**src/rtl/digit_serial_adder3_if.sv**
```systemverilog
// rtl/digit_serial_adder3_if.sv - handshake and operand/result bundle for digit_serial_adder3 (optional ovf under DIGIT_SERIAL_ADDER3_OVF_EN)
interface digit_serial_adder3_if #(
   parameter int WIDTH = 12
);
   logic             in_valid;
   logic             in_ready;
   logic [WIDTH-1:0] a;
   logic [WIDTH-1:0] b;
   logic             cin;
   logic             out_valid;
   logic             out_ready;
   logic [WIDTH-1:0] sum;
   logic             cout;
   logic             busy;
`ifdef DIGIT_SERIAL_ADDER3_OVF_EN
   logic             ovf;

   modport master (
      output in_valid, a, b, cin, out_ready,
      input  in_ready, out_valid, sum, cout, busy, ovf
   );

   modport slave (
      input  in_valid, a, b, cin, out_ready,
      output in_ready, out_valid, sum, cout, busy, ovf
   );
`else
   modport master (
      output in_valid, a, b, cin, out_ready,
      input  in_ready, out_valid, sum, cout, busy
   );

   modport slave (
      input  in_valid, a, b, cin, out_ready,
      output in_ready, out_valid, sum, cout, busy
   );
`endif
endinterface

```
**src/rtl/digit_serial_adder3.sv**
```systemverilog
// rtl/digit_serial_adder3.sv - 3-bit-per-cycle serial adder with valid/ready handshake (optional signed overflow under DIGIT_SERIAL_ADDER3_OVF_EN)
module digit_serial_adder3 #(
   parameter int WIDTH = 12
) (
   input logic                 clk,
   input logic                 rst,
   digit_serial_adder3_if.slave bus
);
   localparam int NDIG = WIDTH / 3;
   localparam int CW   = (NDIG > 1) ? $clog2(NDIG) : 1;

   if (((WIDTH % 3) != 0) || (WIDTH < 3)) begin : g_bad_width
      $error("digit_serial_adder3: WIDTH must be a multiple of 3 and at least 3");
   end

   typedef enum logic [1:0] {IDLE, RUN, DONE} state_t;

   state_t           state;
   state_t           state_nxt;
   logic [WIDTH-1:0] a_q;
   logic [WIDTH-1:0] b_q;
   logic [WIDTH-1:0] sum_q;
   logic             carry_q;
   logic             cout_q;
   logic [CW-1:0]    cnt_q;
   logic [3:0]       digit;
   logic             last_digit;
   logic             ready;
   logic             valid;
   logic             running;

   // Extended copies let the right shift by one digit work even when WIDTH == 3.
   logic [WIDTH+2:0] a_ext;
   logic [WIDTH+2:0] b_ext;
   logic [WIDTH+2:0] sum_ext;

   assign digit      = {1'b0, a_q[2:0]} + {1'b0, b_q[2:0]} + {3'b000, carry_q};
   assign last_digit = (cnt_q == CW'(NDIG - 1));
   assign a_ext      = {3'b000, a_q};
   assign b_ext      = {3'b000, b_q};
   assign sum_ext    = {digit[2:0], sum_q};

`ifdef DIGIT_SERIAL_ADDER3_OVF_EN
   logic       ovf_q;
   logic [2:0] low2;

   // Carry into the top bit of the current digit; only meaningful on the final digit.
   assign low2    = {1'b0, a_q[1:0]} + {1'b0, b_q[1:0]} + {2'b00, carry_q};
   assign bus.ovf = ovf_q;
`endif

   assign bus.in_ready  = ready;
   assign bus.out_valid = valid;
   assign bus.busy      = running;
   assign bus.sum       = sum_q;
   assign bus.cout      = cout_q;

   // State register; reset abandons any operation in flight.
   always_ff @(posedge clk) begin
      if (rst) begin
         state <= IDLE;
      end else begin
         state <= state_nxt;
      end
   end

   // Next-state and handshake outputs; no bypass from DONE straight to a new accept.
   always_comb begin
      state_nxt = state;
      ready     = 1'b0;
      valid     = 1'b0;
      running   = 1'b0;
      case (state)
         IDLE: begin
            ready = 1'b1;
            if (bus.in_valid) begin
               state_nxt = RUN;
            end
         end
         RUN: begin
            running = 1'b1;
            if (last_digit) begin
               state_nxt = DONE;
            end
         end
         DONE: begin
            valid = 1'b1;
            if (bus.out_ready) begin
               state_nxt = IDLE;
            end
         end
         default: state_nxt = IDLE;
      endcase
   end

   // Operand capture, one slice step per RUN cycle, and final carry capture.
   always_ff @(posedge clk) begin
      if (rst) begin
         a_q     <= '0;
         b_q     <= '0;
         sum_q   <= '0;
         carry_q <= 1'b0;
         cout_q  <= 1'b0;
         cnt_q   <= '0;
`ifdef DIGIT_SERIAL_ADDER3_OVF_EN
         ovf_q   <= 1'b0;
`endif
      end else begin
         case (state)
            IDLE: begin
               if (bus.in_valid) begin
                  a_q     <= bus.a;
                  b_q     <= bus.b;
                  carry_q <= bus.cin;
                  sum_q   <= '0;
                  cnt_q   <= '0;
               end
            end
            RUN: begin
               a_q     <= a_ext[WIDTH+2:3];
               b_q     <= b_ext[WIDTH+2:3];
               sum_q   <= sum_ext[WIDTH+2:3];
               carry_q <= digit[3];
               cnt_q   <= cnt_q + CW'(1);
               if (last_digit) begin
                  cout_q <= digit[3];
`ifdef DIGIT_SERIAL_ADDER3_OVF_EN
                  ovf_q  <= low2[2] ^ digit[3];
`endif
               end
            end
            default: begin
            end
         endcase
      end
   end
endmodule

```
**src/flat_wrapper.sv**
```systemverilog
// flat-port wrapper written by rule: the top's interface ports become plain ports
module digit_serial_adder3_flat 
#(
   parameter int WIDTH = 12
)
  (clk, rst, bus_in_valid, bus_a, bus_b, bus_cin, bus_out_ready, bus_in_ready, bus_out_valid, bus_sum, bus_cout, bus_busy);
  digit_serial_adder3_if #(.WIDTH(WIDTH)) bus_i ();
  input logic clk;
  input logic rst;
  input wire logic [$bits(bus_i.in_valid)-1:0] bus_in_valid;
  input wire logic [$bits(bus_i.a)-1:0] bus_a;
  input wire logic [$bits(bus_i.b)-1:0] bus_b;
  input wire logic [$bits(bus_i.cin)-1:0] bus_cin;
  input wire logic [$bits(bus_i.out_ready)-1:0] bus_out_ready;
  output wire logic [$bits(bus_i.in_ready)-1:0] bus_in_ready;
  output wire logic [$bits(bus_i.out_valid)-1:0] bus_out_valid;
  output wire logic [$bits(bus_i.sum)-1:0] bus_sum;
  output wire logic [$bits(bus_i.cout)-1:0] bus_cout;
  output wire logic [$bits(bus_i.busy)-1:0] bus_busy;
  assign bus_i.in_valid = bus_in_valid;
  assign bus_i.a = bus_a;
  assign bus_i.b = bus_b;
  assign bus_i.cin = bus_cin;
  assign bus_i.out_ready = bus_out_ready;
  assign bus_in_ready = bus_i.in_ready;
  assign bus_out_valid = bus_i.out_valid;
  assign bus_sum = bus_i.sum;
  assign bus_cout = bus_i.cout;
  assign bus_busy = bus_i.busy;
  digit_serial_adder3 #(.WIDTH(WIDTH)) u_core (.clk(clk), .rst(rst), .bus(bus_i));
endmodule
```
**config.mk**
```make
export PLATFORM = sky130hd
export DESIGN_NAME = digit_serial_adder3_flat
export DESIGN_NICKNAME = d
export VERILOG_FILES = /design/src/rtl/digit_serial_adder3_if.sv /design/src/rtl/digit_serial_adder3.sv /design/src/flat_wrapper.sv
export SDC_FILE = /design/constraint.sdc
export NUM_CORES = 1
export LEC_CHECK = 0
export BUFFER_PORTS_ARGS = -buffer_cell sky130_fd_sc_hd__buf_4
export CAP_MARGIN = 10
export CELL_PAD_IN_SITES_DETAIL_PLACEMENT = 1
export CELL_PAD_IN_SITES_GLOBAL_PLACEMENT = 1
export CORE_MARGIN = 4
export CORE_UTILIZATION = 44
export CTS_BUF_LIST = sky130_fd_sc_hd__clkbuf_8
export DETAILED_ROUTE_END_ITERATION = 8
export PLACE_DENSITY = 0.86
export SETUP_SLACK_MARGIN = 0.3
export SLEW_MARGIN = 20
export SYNTH_ARGS = -nofsm -noshare
export SYNTH_HDL_FRONTEND = slang
export SYNTH_SLANG_ARGS = --single-unit
```
**constraint.sdc**
```tcl
create_clock -name clk -period 4.78 [get_ports clk]
set_clock_uncertainty 0.2 [all_clocks]
set_input_delay 1.195 -clock clk [delete_from_list [all_inputs] [get_ports clk]]
set_output_delay 1.195 -clock clk [all_outputs]
set_load 0.05 [all_outputs]
```
==> run metrics <==
via count=between 1,500 and 2,000; number of instances on the worst hold path=1; vias per inst=5.441; chip width=73.16 um; number of placement rows=23; Synth Register Bits=42; layout cell share with drive strength beyond 1=0.2667; leading cell type in the layout, fill and taps excluded=sky130_fd_sc_hd__buf_4; Post-Synthesis Cells=205; required time of the critical path=~3.4 ns; fraction of the cycle the final worst path needs=0.7106; final setup vio count=0; top library cells by usage in the layout, fill and taps aside=sky130_fd_sc_hd__buf_4, sky130_fd_sc_hd__dfxtp_1, sky130_fd_sc_hd__nor2_1; PostCTS Resize Cnt=0; wire length of the first global-routing pass=roughly 7300 um; weighted congestion reported at the end of routability-driven placement=roughly 0.74; pin count of the biggest net entering global routing=46; total global-route track usage=0.1781; quantity of hold-fixing buffers added after cts=0; highest fanout seen on the critical path=35; WHS=0.3057 ns; max-cap violation count=0; length in cells of the worst reg-to-reg path=4; port bufs=44; type of the most critical hold path=register to register; CTS tree=built; accumulated negative setup slack=0 ns; routed wire length=between 4000 and 5000 um; fraction of registers with async set/reset=0; Netlist cell types=32; P&R area growth vs syn=19.83%; Floorplan Core Area=4058 um^2; die area=5352 um^2; number of routed nets with antenna violations=0; syn_nets=239; Clock Tree Buf Depth=2; placed inst area=around 2100 um^2; detailed placer's ending HPWL=3108 um; worst relative slew slack=0.4199; number of CTS-inserted buffers=5; top_reg_cell synth=sky130_fd_sc_hd__dfxtp_1; H-tree depth reported by CTS=2; power density over cell area=334.1 nW/um^2; antenna violations before repair=0; arrival time worst endpoint=2.00 ns; transition time at the pin with the least slew margin=0.8679 ns; Root Buffer Master=sky130_fd_sc_hd__clkbuf_8; buffers inserted during post-CTS setup optimization=0; residual overflow from global routing=0; final standard cell utilization of the core=0.5517; number of global-route vias before repair=about 1,600; DRT Pass-1 Iters=4; LEAKAGE=0.9403 nW; routed len/inst=15.61 um; Min Clock Period, post-route=3.397 ns; clock latency at the later pin of the worst-skew pair=0.30 ns; overall power=0.0007478 W; count of pins over their slew limit=0; achievable frequency=0.2944 GHz; area of the mapped netlist=1868 um^2; run status=finished clean; EDFF count, synth=0; number of hold-slack violations in the final timing report=0; fin area=2238 um^2; count of unresolved DRC violations after routing=0; die height=between 70 and 80 um; Max VDD drop=0.0001707 V; Synth Warn #=0; initial detailed-routing violation count=92; clock-pin slew on the worst setup and hold paths=roughly 0.08 ns; crit path capture type=output pin; NumNets Final=273; mean cell area of the mapped netlist=9.112 um^2; Initial Util=0.4604; Worst setup SP type=register; RSZ-0062 raised after global routing=no; fill cell total of the finished layout=slightly below 500; critical path start-end classification=register to output pin; IO Pins=45; Antenna diodes=0; clock sinks=42; sequential fraction of the synthesis area=0.4501
[metrics by stage]
| stage | cells | setup WS, ns |
|---|---|---|
| after detailed placement | 282 | 1.734 |
| after CTS | 290 | 1.416 |
| after global placement | 282 | 1.806 |
| after floorplan | 205 | 2.234 |
| after global routing | 290 | 1.255 |
| final | 290 | 1.383 |
[cells in the mapped netlist (all sizes together) (2+ instances only)]
master / number / area [um^2]
a32oi: 2 / 17.52
nand2: 22 / 82.58
clkbuf: 6 / 22.52
a221oi: 2 / 17.52
a211oi: 18 / 175.2
buf: 11 / 91.34
nor2b: 5 / 31.28
a22oi: 13 / 97.59
nor2: 34 / 127.6
inv: 4 / 15.01
a21oi: 24 / 120.1
fa: 2 / 40.04
dfxtp: 42 / 840.8
o22ai: 4 / 25.02
ha: 3 / 37.54
[path summary, 6_finish.rpt]
path                           startpoint                      endpoint  slack [ns]
max          u_core.state[1]$_SDFFE_PP0P_                      bus_busy        1.38
min          u_core.cnt_q[0]$_SDFFE_PP0P_  u_core.cnt_q[0]$_SDFFE_PP0P_        0.31
max reg2reg  u_core.state[1]$_SDFFE_PP0P_    u_core.b_q[8]$_SDFFE_PP0P_        2.64
min reg2reg  u_core.cnt_q[0]$_SDFFE_PP0P_  u_core.cnt_q[0]$_SDFFE_PP0P_        0.31
[sequential cells by signal, summed over array words and instances, names as in the netlist]
| signal | count |
|---|---|
| u_core.a_q | 12 |
| u_core.bus.sum | 12 |
| u_core.bus.cout | 1 |
| u_core.state | 2 |
| u_core.cnt_q | 2 |
| u_core.b_q | 12 |
| u_core.carry_q | 1 |
[critical path: stages (launching register included)]
cell	delay, ns
sky130_fd_sc_hd__dfxtp_1	0.51
sky130_fd_sc_hd__nand2b_4	0.35
sky130_fd_sc_hd__clkinv_2	0.46
sky130_fd_sc_hd__buf_4	0.37
[per-layer routing]
layer  up-vias  track usage  part of all wire
met1       745       0.2188              0.46
met2        37       0.2900              0.47
li1        790            -                 -
met5         -            0                 0
met4         0      0.07172             0.014
met3         6      0.05234             0.055
[cell type report]
cell class,instances,area (um^2),area share
Multi-Input combinational cell,141,893.4,0.3991
Sequential cell,42,840.8,0.3756
Timing Repair Buffer,44,330.3,0.1476
Clock buffer,6,82.58,0.03689
Tap cell,50,62.56,0.02795
Inverter,5,20.02,0.008944
Clock inverter,2,8.758,0.003913
[where the power goes]
group,internal [W],leakage (nW),switching [W]
clock network,0.000114,0.0524,0.000121
logic,0.0000517,0.543,0.0000746
registers,0.000371,0.345,0.0000154
total,0.000537,0.940,0.000211
[cell families after synthesis]
family	Yosys count	share of synthesized area
flops	42	0.4501
simple gates	66	0.1527
buf+inv	22	0.07166
fa+ha+maj	5	0.04153
xor+xnor	1	0.004689
compound gates	69	0.2793
Note: power is estimated with default switching activity, not from simulation.
